File: src/rtl/icache_arb_pkg.sv
`timescale 1ns/1ps
`default_nettype none
// ============================================================================
// Module      : icache_arb_pkg
// Description : Shared types and constants for the icache data-bank arbiter.
// Revision    : 1.0 - initial release
// ============================================================================
package icache_arb_pkg;

    typedef enum logic [0:0] {
        ST_IDLE   = 1'b0,
        ST_REFILL = 1'b1
    } arb_state_e;

    // Byte-enable bit replicated across the bank word; every access is full-width.
    localparam logic c_be_bit = 1'b1;

endpackage : icache_arb_pkg
`default_nettype wire

File: src/rtl/icache_starve_cnt.sv
`timescale 1ns/1ps
`default_nettype none
// ============================================================================
// Module      : icache_starve_cnt
// Description : Saturating counter of denied fetch cycles with limit-hit flag.
// Revision    : 1.0 - initial release
// ============================================================================
module icache_starve_cnt #(
    parameter int LIMIT = 4
) (
    input  logic clk,
    input  logic rst,
    input  logic inc_i,
    input  logic clr_i,
    output logic hit_o
);
    localparam int CW = $clog2(LIMIT + 1);
    localparam logic [CW-1:0] LIMIT_V = CW'(LIMIT);

    logic [CW-1:0] cnt_q;
    logic [CW-1:0] cnt_d;

    always_comb begin
        cnt_d = cnt_q;
        if (clr_i) begin
            cnt_d = '0;
        end else if (inc_i && (cnt_q != LIMIT_V)) begin
            cnt_d = cnt_q + CW'(1);
        end
    end

    always_ff @(posedge clk) begin
        if (rst) begin
            cnt_q <= '0;
        end else begin
            cnt_q <= cnt_d;
        end
    end

    assign hit_o = (cnt_q == LIMIT_V);

endmodule : icache_starve_cnt
`default_nettype wire

File: src/rtl/icache_data_bank_arb.sv
`timescale 1ns/1ps
`default_nettype none
// ============================================================================
// Module      : icache_data_bank_arb
// Description : Shares one icache data bank between fetch reads and refill writes.
// Revision    : 1.0 - initial release
// ============================================================================
module icache_data_bank_arb
    import icache_arb_pkg::*;
#(
    parameter int ADDR_WIDTH     = 7,
    parameter int DATA_WIDTH     = 128,
    parameter int BEATS_PER_LINE = 4,
    parameter int STARVE_LIMIT   = 4,
    localparam int LINE_W        = ADDR_WIDTH - $clog2(BEATS_PER_LINE)
) (
    input  logic                    clk,
    input  logic                    rst,
    input  logic                    fetch_req_i,
    input  logic [ADDR_WIDTH-1:0]   fetch_addr_i,
    output logic                    fetch_gnt_o,
    output logic                    fetch_rvalid_o,
    output logic [DATA_WIDTH-1:0]   fetch_rdata_o,
    input  logic                    refill_start_i,
    input  logic [LINE_W-1:0]       refill_line_i,
    output logic                    refill_busy_o,
    input  logic                    refill_valid_i,
    input  logic [DATA_WIDTH-1:0]   refill_data_i,
    output logic                    refill_ready_o,
    output logic                    refill_done_o,
    output logic                    bank_req_o,
    output logic                    bank_write_o,
    output logic [ADDR_WIDTH-1:0]   bank_raddr_o,
    output logic [ADDR_WIDTH-1:0]   bank_waddr_o,
    output logic [DATA_WIDTH-1:0]   bank_wdata_o,
    output logic [DATA_WIDTH/8-1:0] bank_be_o,
    input  logic [DATA_WIDTH-1:0]   bank_rdata_i
);
    localparam int OFF_W = $clog2(BEATS_PER_LINE);
    localparam logic [OFF_W-1:0] BEAT_LAST = OFF_W'(BEATS_PER_LINE - 1);

    arb_state_e        state_q, state_d;
    logic [LINE_W-1:0] line_q, line_d;
    logic [OFF_W-1:0]  beat_q, beat_d;
    logic              rvalid_q;
    logic              done_q, done_d;

    logic w_gnt;
    logic w_ready;
    logic w_hs;
    logic w_blocked;
    logic w_force;
    logic w_starve_inc;
    logic w_starve_clr;
    logic w_starve_hit;

    always_comb begin
        state_d      = state_q;
        line_d       = line_q;
        beat_d       = beat_q;
        done_d       = 1'b0;
        w_gnt        = 1'b0;
        w_ready      = 1'b0;
        w_hs         = 1'b0;
        w_blocked    = 1'b0;
        w_force      = 1'b0;
        w_starve_inc = 1'b0;
        w_starve_clr = 1'b0;
        case (state_q)
            ST_IDLE: begin
                w_gnt        = fetch_req_i;
                w_starve_clr = 1'b1;
                if (refill_start_i) begin
                    state_d = ST_REFILL;
                    line_d  = refill_line_i;
                    beat_d  = '0;
                end
            end
            ST_REFILL: begin
                // Fetches into the line being written never get through, starved or not.
                w_blocked    = (fetch_addr_i[ADDR_WIDTH-1:OFF_W] == line_q);
                w_force      = w_starve_hit & fetch_req_i & ~w_blocked;
                w_gnt        = w_force;
                w_ready      = ~w_force;
                w_starve_clr = w_force;
                w_starve_inc = fetch_req_i & ~w_blocked & ~w_gnt;
                w_hs         = w_ready & refill_valid_i;
                if (w_hs) begin
                    beat_d = beat_q + OFF_W'(1);
                    if (beat_q == BEAT_LAST) begin
                        state_d = ST_IDLE;
                        done_d  = 1'b1;
                    end
                end
            end
            default: state_d = ST_IDLE;
        endcase
    end

    always_ff @(posedge clk) begin
        if (rst) begin
            state_q  <= ST_IDLE;
            line_q   <= '0;
            beat_q   <= '0;
            rvalid_q <= 1'b0;
            done_q   <= 1'b0;
        end else begin
            state_q  <= state_d;
            line_q   <= line_d;
            beat_q   <= beat_d;
            rvalid_q <= w_gnt;
            done_q   <= done_d;
        end
    end

    icache_starve_cnt #(
        .LIMIT (STARVE_LIMIT)
    ) u_starve_cnt (
        .clk   (clk),
        .rst   (rst),
        .inc_i (w_starve_inc),
        .clr_i (w_starve_clr),
        .hit_o (w_starve_hit)
    );

    assign fetch_gnt_o    = w_gnt;
    assign fetch_rvalid_o = rvalid_q;
    assign fetch_rdata_o  = bank_rdata_i;
    assign refill_busy_o  = (state_q == ST_REFILL);
    assign refill_ready_o = w_ready;
    assign refill_done_o  = done_q;
    assign bank_req_o     = w_gnt | w_hs;
    assign bank_write_o   = w_hs;
    assign bank_raddr_o   = fetch_addr_i;
    assign bank_waddr_o   = {line_q, beat_q};
    assign bank_wdata_o   = refill_data_i;
    assign bank_be_o      = {(DATA_WIDTH/8){c_be_bit}};

endmodule : icache_data_bank_arb
`default_nettype wire
File: config.mk
export PLATFORM = sky130hd
export DESIGN_NAME = icache_data_bank_arb
export DESIGN_NICKNAME = d
export VERILOG_FILES = /design/src/rtl/icache_arb_pkg.sv /design/src/rtl/icache_starve_cnt.sv /design/src/rtl/icache_data_bank_arb.sv
export SDC_FILE = /design/constraint.sdc
export NUM_CORES = 1
export LEC_CHECK = 0
export ABC_CLOCK_PERIOD_IN_PS = 2000
export BUFFER_PORTS_ARGS = -buffer_cell sky130_fd_sc_hd__buf_2
export CAP_MARGIN = 25
export CORE_AREA = 2 2 223 225
export DETAILED_ROUTE_END_ITERATION = 7
export DIE_AREA = 0 0 225 227
export GPL_TIMING_DRIVEN = 0
export SYNTH_ARGS = -nofsm -noshare
export SYNTH_HDL_FRONTEND = slang
export SYNTH_SLANG_ARGS = --single-unit
File: constraint.sdc
create_clock -name clk -period 2 [get_ports clk]
set_input_delay 0.6 -clock clk [delete_from_list [all_inputs] [get_ports clk]]
set_output_delay 0.6 -clock clk [all_outputs]
set_load 0.01 [all_outputs]
* Word level (Yosys, flattened, before mapping)
Cells that the tools add are included.
Word-level totals: bits in registers 13, bits in latches 0, memory bits (writable) 0, ROM bits 0, input port bits 273, logic and storage cells 42, memories kept 0
Cells by class: add/sub/neg operators 2, multipliers 0, div/mod/pow operators 0, magnitude comparators 0, equal/unequal tests 6, shifts and indexed selects 0, muxes and demuxes 13, bitwise operators 10, reductions and logical operators 5
Operators with widths (count):
- 1-bit 2-to-1 mux | 7
- 1-bit one-hot mux with 2 select lines | 3
- 1-bit bitwise AND | 5
- 5-bit == test | 1
- 2-bit 2-to-1 mux | 2
- 1-bit NOT | 4
- 2-bit one-hot mux with 2 select lines | 1
- 2-bit AND reduction | 2
- 3-bit by 1-bit adder with 3-bit output (second input constant) | 1
- 3-bit == test (second input constant) | 1
- 3-bit inequality test (second input constant) | 1
- 3-bit OR reduction | 1
- 2-bit by 1-bit adder with 2-bit output (second input constant) | 1
- 2-bit == test (second input constant) | 1
- 2-bit by 1-bit inequality test with 1-bit output (second input constant) | 1
- 2-bit inequality test (second input constant) | 1
- 2-bit OR reduction | 1
- 1-bit logical AND | 1
- 1-bit OR | 1

* Depth between registers and ports, before layout
depth after elaboration 7, mapped depth 6, depth with buffers taken out 6

* Modules after synthesis
Synthesis repeated with hierarchy kept, for this count alone.
Unflattened totals: cells, all modules 357, area, all modules 2808.9 um^2
By module, submodules not included:
- icache_data_bank_arb | instances 1, cells each 339, area each 2621.3 um^2, sequential area each 200.2 um^2
- icache_starve_cnt | instances 1, cells each 18, area each 187.7 um^2, sequential area each 60.1 um^2

* Least setup slack after synthesis
Ideal clock, no wire load.
path kind input to output, from in fetch_addr_i[5], to out bank_req_o, data arrival time 1.360 ns, required time 1.400 ns, setup slack 0.040 ns, stages 5, path buffers 0, path through xor2_1 > nor3_2 > a21oi_2 > o21ai_1 > nand2_1
On the way: word-level cells in the longest chain between the ends 7
RTL lines:
- start, declared | line icache_data_bank_arb.sv:20 | input logic [ADDR_WIDTH-1:0] fetch_addr_i,
- 5-bit == test * | line icache_data_bank_arb.sv:81 | w_blocked = (fetch_addr_i[ADDR_WIDTH-1:OFF_W] == line_q);
- 1-bit NOT * | line icache_data_bank_arb.sv:82 | w_force = w_starve_hit & fetch_req_i & ~w_blocked;
- 1-bit bitwise AND * | line icache_data_bank_arb.sv:82
- 1-bit NOT | line icache_data_bank_arb.sv:84 | w_ready = ~w_force;
- 1-bit bitwise AND | line icache_data_bank_arb.sv:87 | w_hs = w_ready & refill_valid_i;
- 1-bit 2-to-1 mux | line icache_data_bank_arb.sv:69 | case (state_q)
- 1-bit OR * | line icache_data_bank_arb.sv:132 | assign bank_req_o = w_gnt | w_hs;
- end, declared | line icache_data_bank_arb.sv:31 | output logic bank_req_o,
Mark *: on every way between the ends. The rest lies on a longest branch, timed or not.

* Worst setup path in the final report
from in fetch_addr_i[4], to out bank_req_o
Same word-level chain as after synthesis.

==> run_results.csv <==
group,metric,value,unit
synth,synth_seq_area_share,9.51,%
clocking,numClockSinks,13,
place,io_buffers,291,
sta,setup-tns-final,-877,ps
sta,layout_setup_ws,-251,ps
floorplan,io_pins,566,
run,drv_cap,0,
hold_path,hp-class,"reg -> reg",
grt,grt_pass1_vias,2449,
synth,synth_area_per_cell,7.82,um^2
pwr,power_frac_comb,57.2,%
sta,finalSetupViolations,4,
synth,synth_top_family_by_area,"buffers and inverters",
floorplan,die_h,227,um
worst_setup_path,regToRegStartpoint,"line_q[0]",
synth,ys_types,25,
status,violations,"setup timing",
worst_setup_path,crit_start,"fetch_addr_i[4]",
sta,fin_crit_sh,113,%
grt,grt_overflow,0,
clocking,cts_buffer_depth,2,
worst_setup_path,crit_type,"in -> out",
detailed_routing,dr_total_vias,2964,
detailed_routing,drc,0,
sta,clock_skew,27.5,ps
clocking,clk_pin_slew_worst_paths,50,ps
synth,syn_inst,350,
worst_setup_path,required,1400,ps
place,detailed_place_hpwl,11800,um
hold_path,hold_start,"u_starve_cnt.cnt_q[0]",
clocking,tritoncts,"built",
grt,grtUsageTotal,4.20,%
sta,worst_slew_pin_slew,799,ps
layout,final_net_count,942,
synth,synthXorXnorAreaFrac,1.60,%
clocking,cts_root_buf,"clkbuf_16",
status,status,"finished with violations",
layout,areaGrowthSynthToFinish,93.1,%
synth,synth_fa_ha_area_share,1.37,%
sta,relSlewSlack,46.8,%
synth,synth_warnings,0,
layout,final_cells,1289,
worst_setup_path,endpoint_kind,"output port",
floorplan,start_util,5.64,%
pwr,cellPowerDensity,338,nW/um^2
sta,fmax,444,MHz
synth,yosys.area_share.simple,4.57,%
pwr,power_frac_seq,15.9,%
pwr,ir_worst_vdd,0.276,mV
pwr,p_int,0.00114,W
worst_setup_path,cp-start-kind,"input pin",
synth,synth_compound_area_share,2.93,%
floorplan,die-area,51100,um^2
place,routabilityCongestion,0.886,
floorplan,rows,81,
detailed_routing,wire_per_inst,10.0,um
synth,netlist_area,2740,um^2
synth,synth.area.mux_share,2.56,%
floorplan,die_x,225,um
pwr,power_switching,0.000643,W
floorplan,coreArea,48500,um^2
grt,antenna_found_initial,4,
sta,hold_viol,0,
sta,drv_slew,0,
layout,drive_gt1_share,89.3,%
synth,ys_ff_latch,13,
grt,grt_max_degree,11,
detailed_routing,drtPass1Iterations,4,
worst_setup_path,worstPathMaxFanout,3,
sta,finalCriticalPeriod,2250,ps
worst_setup_path,worstPathArrival,1650,ps
grt,grt_pass1_wl,14500,um
detailed_routing,drt_iter0_drc,69,
detailed_routing,detail-route-antenna-nets,0,
clocking,htreeDepth,1,
place,place_inst,1278,
detailed_routing,viasPerCell,2.30,
clocking,clk_latency,290,ps
detailed_routing,wl,13000,um
pwr,p_leak,2.91,nW
place,pre_cts_ws,-1090,ps
layout,finish.utilization,10.9,%
clocking,numCtsBuffers,3,
sta,rsz0062_at_grt,"true",
sta,worst_hold_slack,476,ps
pwr,swShare,36.0,%
pwr,power.share.clock,26.9,%
-- cells in the final DEF, fill, tap and decap left out, types with 2 or more instances in the layout --
cell       count
a21oi_4        2
clkbuf_1       3
o21ai_1        3
diode_2        2
nor2_1        10
ha_1           3
buf_6          4
clkbuf_16      3
mux2i_1        7
nand2_1        5
dfxtp_1       11
conb_1        16
buf_2        287
nand3_1        4
inv_1          3
buf_12         2
xor2_2         4
buf_4        282
-- power by group through the flow --
stage               sequential [W]  clock [W]  combinational [W]
floorplan                 0.000289          0           0.000631
global placement          0.000287          0           0.000985
detailed placement        0.000287          0           0.000989
CTS                       0.000284   0.000532            0.00103
global route              0.000285   0.000539            0.00110
finish                    0.000284   0.000481            0.00102
-- final cells by class --
class | count | area, um^2
antenna | 2 | 5.00
buffer | 281 | 2100
clock buffer | 4 | 78.8
fill | 5598 | 43300
inverter | 4 | 15.0
multi-input combinational | 67 | 498
sequential | 13 | 265
tap | 622 | 778
timing repair buffer | 296 | 1540
-- sequential cells by signal (all words and copies together), names as in the netlist --
register / cells
refill_done_o: 1
refill_busy_o: 1
fetch_rvalid_o: 1
line_q: 5
beat_q: 2
u_starve_cnt.cnt_q: 3
-- cell families (layout without fill, tap and decap cells) --
group	Yosys count	count (layout)
buf+inv	285	585
other cells	1	18
mux	7	7
xor+xnor	5	5
fa+ha+maj	3	3
compound gates	10	10
flops	13	13
simple gates	26	26
-- through the flow --
stage	power, W	area, um^2
2_1_floorplan	0.000921	2790
3_3_place_gp	0.00127	5030
3_5_place_dp	0.00128	5030
4_1_cts	0.00185	5250
5_1_grt	0.00192	5290
6_report	0.00178	5290
-- layer usage --
layer  GRT usage (%)  up-vias  routed length [um]
li1                -     1408                   -
met3            1.48       13                1560
met5               0        -                  13
met4            1.79        2                 327
met2            8.39      311                7040
met1            3.79     1230                4020
-- critical path, stage by stage --
cell     delay, ps
buf_6          110
xor2_4         150
nor3_4         210
buf_12         140
a21oi_4         70
o21ai_4        150
nand2_1         70
buf_2          140
-- cell usage after synthesis --
| cell type | number | area share [%] |
|---|---|---|
| or2_2 | 1 | 0.23 |
| xor2_1 | 5 | 1.6 |
| and3b_1 | 1 | 0.32 |
| conb_1 | 1 | 0.14 |
| a21oi_2 | 1 | 0.32 |
| o21ai_1 | 4 | 0.73 |
| nand3b_1 | 1 | 0.27 |
| nand2b_1 | 1 | 0.23 |
| nand3_1 | 4 | 0.73 |
| a21oi_1 | 1 | 0.18 |
| a21oi_4 | 1 | 0.59 |
| nor2b_1 | 1 | 0.23 |
| dfxtp_1 | 13 | 9.5 |
| nand2_1 | 5 | 0.69 |
| inv_1 | 3 | 0.41 |
| nor2_1 | 11 | 1.5 |
| a211oi_2 | 1 | 0.46 |
| inv_2 | 1 | 0.14 |
| mux2i_1 | 7 | 2.6 |
| a21bo_2 | 1 | 0.37 |
| buf_4 | 279 | 77 |
| nor3_2 | 1 | 0.37 |
| o211ai_1 | 1 | 0.27 |
| clkbuf_1 | 2 | 0.27 |
| ha_1 | 3 | 1.4 |
-- worst paths after layout --
kind / depth (start not counted) / slack [ps] / to
setup reg to reg: 7 / 410 / refill_done_o
hold / removal: 2 / 480 / u_starve_cnt.cnt_q[0]
setup / recovery: 8 / -250 / bank_req_o
hold reg to reg: 2 / 480 / u_starve_cnt.cnt_q[0]
-- timing repair --
item | in CTS | in global routing
cloned | 0 | 0
pin swaps | 5 | 3
gates resized for setup | 15 | 5
buffers inserted | 4 | 1
setup endpoints to repair | 10 | 4
hold buffers | 0 | 0
Note: power is estimated with default switching activity, not from simulation.
